<file path="config.mk">
export PLATFORM = sky130hd
export DESIGN_NAME = regfile_scoreboard_flat
export DESIGN_NICKNAME = d
export VERILOG_FILES = /design/src/rtl/regfile_scoreboard_pkg.sv /design/src/rtl/regfile_scoreboard_if.sv /design/src/rtl/reg_scoreboard.sv /design/src/rtl/regfile_scoreboard.sv /design/src/flat_wrapper.sv
export SDC_FILE = /design/constraint.sdc
export NUM_CORES = 2
export LEC_CHECK = 0
export BUFFER_PORTS_ARGS = -buffer_cell sky130_fd_sc_hd__clkbuf_2
export CORE_UTILIZATION = 34
export DETAILED_ROUTE_END_ITERATION = 16
export GPL_TIMING_DRIVEN = 1
export SLEW_MARGIN = 20
export SYNTH_ARGS = -nofsm -noshare
export SYNTH_HDL_FRONTEND = slang
export SYNTH_HIERARCHICAL = 1
export SYNTH_SLANG_ARGS = --single-unit
export TNS_END_PERCENT = 50
</file>
<file path="constraint.sdc">
create_clock -name CLOCK -period 5.8 [get_ports CLOCK]
set_input_delay 0.29 -clock CLOCK [delete_from_list [all_inputs] [get_ports CLOCK]]
set_output_delay 0.29 -clock CLOCK [all_outputs]
set_load 0.05 [all_outputs]
</file>
<file path="src/rtl/regfile_scoreboard_pkg.sv">
// rtl/regfile_scoreboard_pkg.sv - shared constants and types for the register file slice
package rf_pkg;
    localparam int DEF_DATA_W = 32;
    localparam int DEF_ADDR_W = 5;
    localparam int DEF_NUM_RD = 2;
    localparam int DEF_CNT_W  = 2;

    // Hard-wired zero register; never stored, never reserved.
    localparam logic [DEF_ADDR_W-1:0] REG_ZERO = '0;

    typedef logic [DEF_CNT_W-1:0] cnt_t;
endpackage

</file>
<file path="src/rtl/regfile_scoreboard_if.sv">
// rtl/regfile_scoreboard_if.sv - read/write/reserve bus between pipeline and register file
interface regfile_scoreboard_if
    import rf_pkg::*;
#(
    parameter int DATA_W = DEF_DATA_W,
    parameter int ADDR_W = DEF_ADDR_W,
    parameter int NUM_RD = DEF_NUM_RD
);
    logic [NUM_RD*ADDR_W-1:0] rd_addr;
    logic [NUM_RD*DATA_W-1:0] rd_data;
    logic [NUM_RD-1:0]        rd_busy;
    logic                     wr_en;
    logic [ADDR_W-1:0]        wr_addr;
    logic [DATA_W-1:0]        wr_data;
    logic                     rsv_en;
    logic [ADDR_W-1:0]        rsv_addr;
    logic                     rsv_ready;
    logic                     wr_underflow;

    // Pipeline side: decode/issue/writeback
    modport master (
        output rd_addr, wr_en, wr_addr, wr_data, rsv_en, rsv_addr,
        input  rd_data, rd_busy, rsv_ready, wr_underflow
    );

    // Register file side
    modport slave (
        input  rd_addr, wr_en, wr_addr, wr_data, rsv_en, rsv_addr,
        output rd_data, rd_busy, rsv_ready, wr_underflow
    );
endinterface

</file>
<file path="src/rtl/reg_scoreboard.sv">
// rtl/reg_scoreboard.sv - per-register pending-write counters with reserve/release
module reg_scoreboard
    import rf_pkg::*;
#(
    parameter int ADDR_W = DEF_ADDR_W,
    parameter int CNT_W  = DEF_CNT_W
) (
    input  logic                   clk,
    input  logic                   rst,
    input  logic                   wr_en,
    input  logic [ADDR_W-1:0]      wr_addr,
    input  logic                   rsv_en,
    input  logic [ADDR_W-1:0]      rsv_addr,
    output logic                   rsv_ready,
    output logic                   wr_underflow,
    output logic [2**ADDR_W-1:0]   busy_next
);
    localparam int                DEPTH   = 2**ADDR_W;
    localparam logic [ADDR_W-1:0] ZERO_A  = ADDR_W'(REG_ZERO);
    localparam logic [CNT_W-1:0]  CNT_MAX = '1;
    localparam logic [CNT_W-1:0]  CNT_ONE = CNT_W'(1);

    logic [CNT_W-1:0] cnt_q [DEPTH];
    logic [CNT_W-1:0] cnt_d [DEPTH];
    logic             wr_underflow_q;
    logic             wr_underflow_d;
    logic             wr_act;
    logic             same_reg;
    logic             rsv_acc;
    logic             pair;

    // Accept a reservation unless it would saturate; a same-cycle release nets to zero
    always_comb begin
        wr_act    = wr_en && (wr_addr != ZERO_A);
        same_reg  = wr_act && (rsv_addr == wr_addr);
        rsv_ready = !rst && ((rsv_addr == ZERO_A) || (cnt_q[rsv_addr] != CNT_MAX) || same_reg);
        rsv_acc   = rsv_en && rsv_ready && (rsv_addr != ZERO_A);
        pair      = rsv_acc && same_reg;
    end

    // Next counter state, sticky underflow, and busy view of the post-update counts
    always_comb begin
        cnt_d          = cnt_q;
        wr_underflow_d = wr_underflow_q;
        if (rst) begin
            for (int r = 0; r < DEPTH; r++) begin
                cnt_d[r] = '0;
            end
            wr_underflow_d = 1'b0;
        end else begin
            if (rsv_acc && !pair) begin
                cnt_d[rsv_addr] = cnt_q[rsv_addr] + CNT_ONE;
            end
            if (wr_act && !pair && (cnt_q[wr_addr] != '0)) begin
                cnt_d[wr_addr] = cnt_q[wr_addr] - CNT_ONE;
            end
            if (wr_act && (cnt_q[wr_addr] == '0)) begin
                wr_underflow_d = 1'b1;
            end
        end
        for (int r = 0; r < DEPTH; r++) begin
            busy_next[r] = (cnt_d[r] != '0);
        end
    end

    // Counter and flag registers
    always_ff @(posedge clk) begin
        cnt_q          <= cnt_d;
        wr_underflow_q <= wr_underflow_d;
    end

    assign wr_underflow = wr_underflow_q;
endmodule

</file>
<file path="src/rtl/regfile_scoreboard.sv">
// rtl/regfile_scoreboard.sv - N-read register file with write-first bypass and write scoreboard
module regfile_scoreboard
    import rf_pkg::*;
#(
    parameter int DATA_W = DEF_DATA_W,
    parameter int ADDR_W = DEF_ADDR_W,
    parameter int NUM_RD = DEF_NUM_RD,
    parameter int CNT_W  = DEF_CNT_W
) (
    input  logic                 CLOCK,
    input  logic                 RESET,
    regfile_scoreboard_if.slave  bus
);
    localparam int                DEPTH  = 2**ADDR_W;
    localparam logic [ADDR_W-1:0] ZERO_A = ADDR_W'(REG_ZERO);

    logic [DATA_W-1:0]        regs_q [DEPTH];
    logic [DATA_W-1:0]        regs_d [DEPTH];
    logic [NUM_RD*DATA_W-1:0] rd_data_q;
    logic [NUM_RD*DATA_W-1:0] rd_data_d;
    logic [NUM_RD-1:0]        rd_busy_q;
    logic [NUM_RD-1:0]        rd_busy_d;
    logic [DEPTH-1:0]         busy_next;
    logic                     wr_act;
    logic [ADDR_W-1:0]        a;

    reg_scoreboard #(
        .ADDR_W (ADDR_W),
        .CNT_W  (CNT_W)
    ) u_sb (
        .clk          (CLOCK),
        .rst          (RESET),
        .wr_en        (bus.wr_en),
        .wr_addr      (bus.wr_addr),
        .rsv_en       (bus.rsv_en),
        .rsv_addr     (bus.rsv_addr),
        .rsv_ready    (bus.rsv_ready),
        .wr_underflow (bus.wr_underflow),
        .busy_next    (busy_next)
    );

    // Data array update; register 0 is never written
    always_comb begin
        wr_act = bus.wr_en && (bus.wr_addr != ZERO_A);
        regs_d = regs_q;
        if (RESET) begin
            for (int r = 0; r < DEPTH; r++) begin
                regs_d[r] = '0;
            end
        end else if (wr_act) begin
            regs_d[bus.wr_addr] = bus.wr_data;
        end
    end

    // Per-port read mux with write-first bypass and post-update busy
    always_comb begin
        rd_data_d = '0;
        rd_busy_d = '0;
        a         = '0;
        if (!RESET) begin
            for (int i = 0; i < NUM_RD; i++) begin
                a = bus.rd_addr[i*ADDR_W +: ADDR_W];
                if (a != ZERO_A) begin
                    rd_data_d[i*DATA_W +: DATA_W] =
                        (wr_act && (bus.wr_addr == a)) ? bus.wr_data : regs_q[a];
                    rd_busy_d[i] = busy_next[a];
                end
            end
        end
    end

    // Array and read output registers
    always_ff @(posedge CLOCK) begin
        regs_q    <= regs_d;
        rd_data_q <= rd_data_d;
        rd_busy_q <= rd_busy_d;
    end

    assign bus.rd_data = rd_data_q;
    assign bus.rd_busy = rd_busy_q;
endmodule

</file>
<file path="src/flat_wrapper.sv">
// flat-port wrapper written by rule: the top's interface ports become plain ports
module regfile_scoreboard_flat import rf_pkg::*;
#(
    parameter int DATA_W = DEF_DATA_W,
    parameter int ADDR_W = DEF_ADDR_W,
    parameter int NUM_RD = DEF_NUM_RD,
    parameter int CNT_W  = DEF_CNT_W
)
  (CLOCK, RESET, bus_rd_addr, bus_wr_en, bus_wr_addr, bus_wr_data, bus_rsv_en, bus_rsv_addr, bus_rd_data, bus_rd_busy, bus_rsv_ready, bus_wr_underflow);
  regfile_scoreboard_if #(.DATA_W(DATA_W), .ADDR_W(ADDR_W), .NUM_RD(NUM_RD)) bus_i ();
  input  logic CLOCK;
  input  logic RESET;
  input wire logic [$bits(bus_i.rd_addr)-1:0] bus_rd_addr;
  input wire logic [$bits(bus_i.wr_en)-1:0] bus_wr_en;
  input wire logic [$bits(bus_i.wr_addr)-1:0] bus_wr_addr;
  input wire logic [$bits(bus_i.wr_data)-1:0] bus_wr_data;
  input wire logic [$bits(bus_i.rsv_en)-1:0] bus_rsv_en;
  input wire logic [$bits(bus_i.rsv_addr)-1:0] bus_rsv_addr;
  output wire logic [$bits(bus_i.rd_data)-1:0] bus_rd_data;
  output wire logic [$bits(bus_i.rd_busy)-1:0] bus_rd_busy;
  output wire logic [$bits(bus_i.rsv_ready)-1:0] bus_rsv_ready;
  output wire logic [$bits(bus_i.wr_underflow)-1:0] bus_wr_underflow;
  assign bus_i.rd_addr = bus_rd_addr;
  assign bus_i.wr_en = bus_wr_en;
  assign bus_i.wr_addr = bus_wr_addr;
  assign bus_i.wr_data = bus_wr_data;
  assign bus_i.rsv_en = bus_rsv_en;
  assign bus_i.rsv_addr = bus_rsv_addr;
  assign bus_rd_data = bus_i.rd_data;
  assign bus_rd_busy = bus_i.rd_busy;
  assign bus_rsv_ready = bus_i.rsv_ready;
  assign bus_wr_underflow = bus_i.wr_underflow;
  regfile_scoreboard #(.DATA_W(DATA_W), .ADDR_W(ADDR_W), .NUM_RD(NUM_RD), .CNT_W(CNT_W)) u_core (.CLOCK(CLOCK), .RESET(RESET), .bus(bus_i));
endmodule
</file>
* Word level (Yosys, flattened, before mapping)
Index checks and enable logic that the tools add are counted.
** Word-level totals
- Logic and storage cells :: 179
- Input bits :: 56
- Register bits :: 1155
** Operators by class
- Bitwise logic cells :: 6
- $add $sub $neg :: 2
- Equal/unequal tests :: 4
- Order comparisons :: 8
- Reduce and logical (&&, ||, !) cells :: 59
- Muxes and demuxes :: 31
** Operator list (number)
- 1024-bit bitwise mux :: 1
- 32-bit binary-select mux with 5-bit select :: 2
- 64-bit 2-to-1 mux :: 4
- 32-bit 2-to-1 mux :: 7
- 32-bit demux with 5-bit select :: 1
- 64-bit bitwise mux :: 2
- 2-bit nonzero test :: 33
- 6-bit greater-or-equal comparator (second input constant) :: 4
- 5-bit inverter with 6-bit output :: 4
- 2-bit binary-select mux with 5-bit select :: 2
- 2-bit demux with 5-bit select :: 2
- 5-bit nonzero test :: 4
- 5-bit == test :: 3
- 1-bit logical AND :: 14
- 5-bit by 6-bit less-than comparator with 1-bit output (second input constant) :: 2
- 6-bit by 1-bit less-than comparator with 1-bit output (second input constant) :: 2
- 2-bit 2-to-1 mux :: 6
- 1-bit binary-select mux with 5-bit select :: 2
- 5-bit logical NOT :: 1
- 2-bit OR reduction :: 2
- 2-bit by 1-bit adder with 2-bit output (second input constant) :: 1
- 1-bit logical NOT :: 2
- 2-bit logical NOT :: 1
- 1-bit logical OR :: 2
- 4 further kinds :: 6

* Longest topological paths before layout
- Word-level depth :: 21
- Mapped depth :: 22
- Gate-level depth less buffers :: 17

* Hierarchy
Netlist, hierarchy kept.
** By module, submodules not included
- regfile_scoreboard :: cells each 6138, area each 54071.9 um^2, sequential area each 21820.9 um^2, times used 1
- reg_scoreboard :: cells each 681, area each 5769.3 um^2, sequential area each 1301.2 um^2, times used 1

* Worst setup path after synthesis
OpenSTA, ideal clock, no wires.
- Path type :: input port to flip-flop
- Start :: input port bus_rsv_addr[0]
- End :: register u_core.rd_busy_q[0], in the netlist u_core/bus.rd_busy[0]
- Path buffers :: 3
- Data required time :: 5.686 ns
- Setup slack :: 0.648 ns
- Library setup time :: 0.114 ns
- Stages on the path :: 17
- Data arrival time :: 5.038 ns
- Cells stage by stage :: buf_2 > buf_2 > buf_2 > mux4_2 > mux4_2 > mux2_2 > ha_1 > or4bb_1 > or3_1 > a21oi_2 > mux2_2 > a21oi_1 > a21oi_1 > mux4_2 > mux4_2 > mux2i_1 > nor2_1
** Between the ends
- Cells in the longest elaborated chain, start to end :: 21
- Elaborated cells on any way between the ends :: 65
- Classes of those cells :: add/sub (1); order compare (2); eq/ne (2); mux (13); bitwise (1); reduce/logical (46)
** Ends and longest elaborated chain
- start: declaration :: RTL line flat_wrapper.sv:18 : input wire logic [$bits(bus_i.rsv_addr)-1:0] bus_rsv_addr;
- 5-bit inverter with 6-bit output (implied by the code) :: RTL line reg_scoreboard.sv:36, reg_scoreboard.sv:52
- 2-bit binary-select mux with 5-bit select :: RTL line reg_scoreboard.sv:36, reg_scoreboard.sv:52
- 2-bit 2-to-1 mux (implied by the code) (2 in a row) :: RTL line reg_scoreboard.sv:36, reg_scoreboard.sv:52
- 2-bit inequality test :: RTL line reg_scoreboard.sv:36 : rsv_ready = !rst && ((rsv_addr == ZERO_A) || (cnt_q[rsv_addr] != CNT_MAX) || same_reg);
- 1-bit logical OR (2 in a row) :: RTL line reg_scoreboard.sv:36
- 1-bit logical AND :: RTL line reg_scoreboard.sv:36
- 1-bit logical AND (2 in a row) :: RTL line reg_scoreboard.sv:37 : rsv_acc = rsv_en && rsv_ready && (rsv_addr != ZERO_A);
- 1-bit logical AND :: RTL line reg_scoreboard.sv:38 : pair = rsv_acc && same_reg;
- [3 not listed]
- 64-bit 2-to-1 mux :: RTL line reg_scoreboard.sv:45 : if (rst) begin
- 64-bit bitwise mux :: RTL line reg_scoreboard.sv:55 : cnt_d[wr_addr] = cnt_q[wr_addr] - CNT_ONE;
- 64-bit 2-to-1 mux * :: RTL line reg_scoreboard.sv:54 : if (wr_act && !pair && (cnt_q[wr_addr] != '0)) begin
- 64-bit 2-to-1 mux * :: RTL line reg_scoreboard.sv:45
- 2-bit nonzero test * :: RTL line reg_scoreboard.sv:62 : busy_next[r] = (cnt_d[r] != '0);
- via u_core.busy_next[23] :: RTL line regfile_scoreboard.sv:23 : logic [DEPTH-1:0] busy_next;
- 1-bit binary-select mux with 5-bit select * :: RTL line regfile_scoreboard.sv:66 : rd_busy_d[i] = busy_next[a];
- 1-bit 2-to-1 mux (implied by the code) * :: RTL line regfile_scoreboard.sv:66
- end signal: assignment :: RTL line regfile_scoreboard.sv:76 : rd_busy_q <= rd_busy_d;
- end: declaration :: RTL line regfile_scoreboard.sv:21 : logic [NUM_RD-1:0] rd_busy_q;
Mark *: on every way through the listed nets, which the timed path passes. The rest lies on a longest branch. The select of a mux whose other input is x is not followed.
A chain may end at the register's enable or synchronous reset.

* Worst setup path after layout
- Start :: register u_core/u_sb/cnt_q[25] (netlist bit)
- End :: register u_core.rd_busy_q[0], in the netlist u_core/bus.rd_busy[0]
** Between the ends
- Cells in the longest elaborated chain, start to end :: 20
- Elaborated cells on any way between the ends :: 60
- Classes of those cells :: add/sub (2); eq/ne (1); mux (14); reduce/logical (43)
** Ends and longest elaborated chain
- start: declaration :: RTL line reg_scoreboard.sv:23 : logic [CNT_W-1:0] cnt_q [DEPTH];
- start signal: assignment :: RTL line reg_scoreboard.sv:68 : cnt_q <= cnt_d;
- 2-bit binary-select mux with 5-bit select :: RTL line reg_scoreboard.sv:36, reg_scoreboard.sv:52
- 2-bit 2-to-1 mux (implied by the code) (2 in a row) :: RTL line reg_scoreboard.sv:36, reg_scoreboard.sv:52
- 2-bit inequality test :: RTL line reg_scoreboard.sv:36
- 1-bit logical OR (2 in a row) :: RTL line reg_scoreboard.sv:36
- 1-bit logical AND :: RTL line reg_scoreboard.sv:36
- 1-bit logical AND (2 in a row) :: RTL line reg_scoreboard.sv:37
- 1-bit logical AND :: RTL line reg_scoreboard.sv:38
- 1-bit logical NOT :: RTL line reg_scoreboard.sv:51, reg_scoreboard.sv:54
- [2 not listed]
- 64-bit 2-to-1 mux :: RTL line reg_scoreboard.sv:45
- 64-bit bitwise mux :: RTL line reg_scoreboard.sv:55
- 64-bit 2-to-1 mux * :: RTL line reg_scoreboard.sv:54
- 64-bit 2-to-1 mux * :: RTL line reg_scoreboard.sv:45
- 2-bit nonzero test * :: RTL line reg_scoreboard.sv:62
- via u_core.busy_next[23] :: RTL line regfile_scoreboard.sv:23
- 1-bit binary-select mux with 5-bit select * :: RTL line regfile_scoreboard.sv:66
- 1-bit 2-to-1 mux (implied by the code) * :: RTL line regfile_scoreboard.sv:66
Marked as above.

==> impl_metrics.py <==
metrics = {
    "clock_network": {
        "clk_path_buf_depth": 3,
        "insertion_delay_ns": 0.81,
        "htree_levels": 4,
        "clkSinkCount": 1155,
        "cts-root-buf": "clkbuf_16",
        "clk_pin_slew_ns": 0.06,
        "cts_tree": "yes",
        "cts_made_buffers": 137,
        "cts_setup_buffers": 0,
    },
    "critical_path": {
        "timing.rr.end": "u_core/bus.rd_busy[0]",
        "critPathCaptureType": "flop",
        "crit_arrival_ns": 5.84,
        "worstSetupPathType": "reg -> reg",
        "rr_startpoint": "u_core/u_sb/cnt_q[25]",
        "reg2reg_slack_ns": 0.63,
        "cp.required_ns": 6.47,
        "startpoint_type": "flop",
        "critPathLaunch": "u_core/u_sb/cnt_q[25]",
        "ff2ff_path_depth": 14,
        "critPathMaxFanout": 5,
    },
    "sta": {
        "skew_ns": 0.02928,
        "rsz0062_at_grt": "no",
        "max_freq_ghz": 0.1933,
        "tightest_slew_ns": 1.258,
        "period_share_pct": 89.21,
        "slew_headroom_pct": 15.91,
        "hold_viol_final": 0,
        "setup_tns_ns": 0,
        "final.min_clock_period_ns": 5.174,
        "final-setup-viol-count": 0,
        "final_max_slew_viol_count": 0,
    },
    "layout": {
        "nFillCells": 17160,
        "fin_cells": 8970,
        "nNetsFinal": 6586,
        "drive_gt1_share_pct": 16.87,
        "syn_to_final_growth_pct": 12.32,
        "multi_input_area_sq_mm": 0.03407,
        "final_cell_mix": "2072 x nand2_1, 1155 x dfxtp_1, 1097 x a21oi_1, 428 x mux4_2, 329 x mux2i_1",
        "final_common_cell": "nand2_1",
        "regArea_sq_mm": 0.02312,
    },
    "pwr": {
        "p_leak_uw": 0.02230,
        "seq_power_share_pct": 42.4,
        "p_comb_share_pct": 8.9,
        "clockPowerShare_pct": 48.7,
        "p_per_area_mw_per_mm2": 283.3,
        "internal_power_uw": 13960,
        "swShare_pct": 26.67,
        "p_switching_uw": 5078,
        "vdd_drop_max_mv": 0.2198,
    },
    "grt": {
        "grt_pass1_vias": 51520,
        "grt_first_pass_wirelength_microns": 366300,
        "grt_overflow": 0,
        "antenna_found_initial": 22,
        "grt_max_degree": 229,
        "grt_usage_pct": 27.73,
    },
    "min_path": {
        "min_path_type": "in -> reg",
        "holdPathEnd": "u_core/u_sb/wr_underflow",
        "min_path_cells": 3,
        "hold_start": "bus_wr_en",
    },
    "logic_synthesis": {
        "synth_edf_count": 0,
        "synthFlopType": "dfxtp_1",
        "synth_area_sq_mm": 0.05984,
        "async_reset_ff_share_pct": 0,
        "ys_ff_latch": 1155,
        "synth_cell_types": 83,
        "syn_nets": 6877,
        "netlist_instances": 6819,
        "syn_avg_cell_area_sq_um": 8.776,
        "ys_seq_area_share_pct": 38.64,
        "yosys_warnings": 6,
    },
    "die": {
        "die_w_microns": 421.5,
        "start_util_pct": 34.31,
        "core_area_sq_mm": 0.1744,
        "row_count": 153,
        "die_h_microns": 421.5,
        "ios": 124,
        "fp.dieArea_sq_mm": 0.1777,
    },
    "job": {
        "cap_violations": 0,
    },
    "detailed_routing": {
        "met1_length_microns": 97780,
        "wl_met3_microns": 31160,
        "via_count": 55540,
        "drc_errors": 0,
        "dr.pass1.iters": 7,
        "wl_met2_microns": 112900,
        "top_layer": "met5",
        "ant_nets": 0,
        "wire_per_inst_microns": 28.56,
        "viasPerCell": 6.191,
        "drt_wl_total_microns": 256200,
        "drt_iter0_markers": 8224,
    },
    "outcome": {
        "status": "completed",
    },
    "place": {
        "place_inst": 8711,
        "port_buffers": 123,
        "routabilityCongestion": 0.9374,
        "dp_hpwl_microns": 148200,
    },
}
-- final cells by class --
class / instances / area share, %
diodes: 10 / 0.03723
clock buffers: 193 / 5.922
clock inverters: 53 / 1.184
inverters: 9 / 0.05026
multi-input cells: 4928 / 50.70
flip-flops and latches: 1155 / 34.40
well taps: 2325 / 4.328
repair buffers: 297 / 3.379
-- metrics by stage --
| step | instance area [sq um] | setup WS (ns) | util (%) | hold slack (ns) | power (uW) |
|---|---|---|---|---|---|
| after global placement | 62290 | 0.3471 | 35.72 | 0.4482 | 9876 |
| after CTS | 67140 | 0.6848 | 38.50 | 0.009047 | 19080 |
| final | 67210 | 0.6257 | 38.54 | 0.07380 | 19040 |
| after floorplan | 59840 | 0.6480 | - | 0.4429 | 9307 |
| after detailed placement | 62350 | 0.3420 | 35.75 | 0.4561 | 9885 |
| after global routing | 67200 | 0.5120 | 38.53 | 0.09423 | 19510 |
-- worst max-delay path, cell delays in order (launching register included) --
cell and delay (ns):
dfxtp_1 0.34, mux4_2 0.54, mux4_2 0.52, mux2_2 0.28, ha_1 0.23, or4bb_1 0.61
or3_1 0.43, a21oi_2 0.17, mux2_2 0.35, a21oi_1 0.17, a21oi_1 0.13, mux4_2 0.50
mux4_2 0.49, mux2i_1 0.22, nor2_1 0.07
-- worst max path at each step --
stage / slack, ns / cells past startpoint / end
finish: 0.63 / 14 / u_core/bus.rd_busy[0]
global route: 0.51 / 15 / u_core/bus.rd_busy[1]
global placement: 0.35 / 16 / u_core/bus.rd_busy[0]
floorplan: 0.65 / 17 / u_core/bus.rd_busy[0]
CTS: 0.68 / 14 / u_core/bus.rd_busy[0]
detailed placement: 0.34 / 16 / u_core/bus.rd_busy[0]
-- synth_stat cells (all sizes together) (7+ instances only) --
cell type	count	area (sq um)
o221ai	67	586.8
mux4	428	9639
and2	11	68.82
o22ai	7	43.79
nor2	119	506.7
a211oi	115	883.3
dfxtp	1155	23120
clkbuf	559	2098
a22oi	68	510.5
o211ai	13	102.6
a211o	40	350.3
a221o	31	310.3
a21oi	1100	5517
nand3	24	120.1
buf	168	930.9
nor2b	77	481.7
o21ai	24	120.1
nand2b	13	81.33
a221oi	70	613.1
and3	12	75.07
o31ai	9	86.33
o21bai	33	247.7
mux2i	329	3293
nand2	2103	7894
xnor2	12	105.1
a32o	32	320.3
mux2	60	675.7
a311oi	10	111.4
nor3b	7	52.55
nor3	35	191.4
or3	7	48.80
inv	8	30.03
-- sequential cells by signal, summed over array words and instances, names as in the netlist --
name and cells:
u_core/regs_q 1024, u_core/bus.rd_busy 2, u_core/u_sb/cnt_q 64, u_core/u_sb/wr_underflow 1, u_core/bus.rd_data 64
-- what timing repair did --
action | CTS | global route
hold buffers | 1 | 0
hold endpoints to repair | 21 | 0
gates resized for setup | 0 | 0
-- power groups by stage --
stage / Sequential [uW] / Clock (uW) / Combinational, uW
finish: 8070 / 9280 / 1690
global route: 8070 / 9710 / 1740
CTS: 8070 / 9360 / 1650
detailed placement: 8240 / 0 / 1640
floorplan: 8310 / 0 / 996
global placement: 8240 / 0 / 1640
-- logic make-up (layout without fill, tap and decap cells) --
family | Yosys count | count (layout) | share of synthesized area [%]
other | 0 | 10 | 0
buffers and inverters | 736 | 552 | 5.118
multiplexers | 817 | 817 | 22.74
XOR/XNOR | 15 | 15 | 0.2195
adder cells (fa/ha/maj) | 2 | 2 | 0.04181
flip-flops | 1155 | 1155 | 38.64
AND/OR/NAND/NOR | 2444 | 2444 | 16.38
AO/OA/AOI/OAI | 1650 | 1650 | 16.86
-- per-layer routing --
layer / vias to the layer above / track usage (%)
met2: 3893 / 42.16
met5: - / 0
li1: 23640 / -
met3: 814 / 7.268
met1: 27180 / 35.98
met4: 12 / 14.55
No activity file was read; power rests on OpenSTA's default activity.
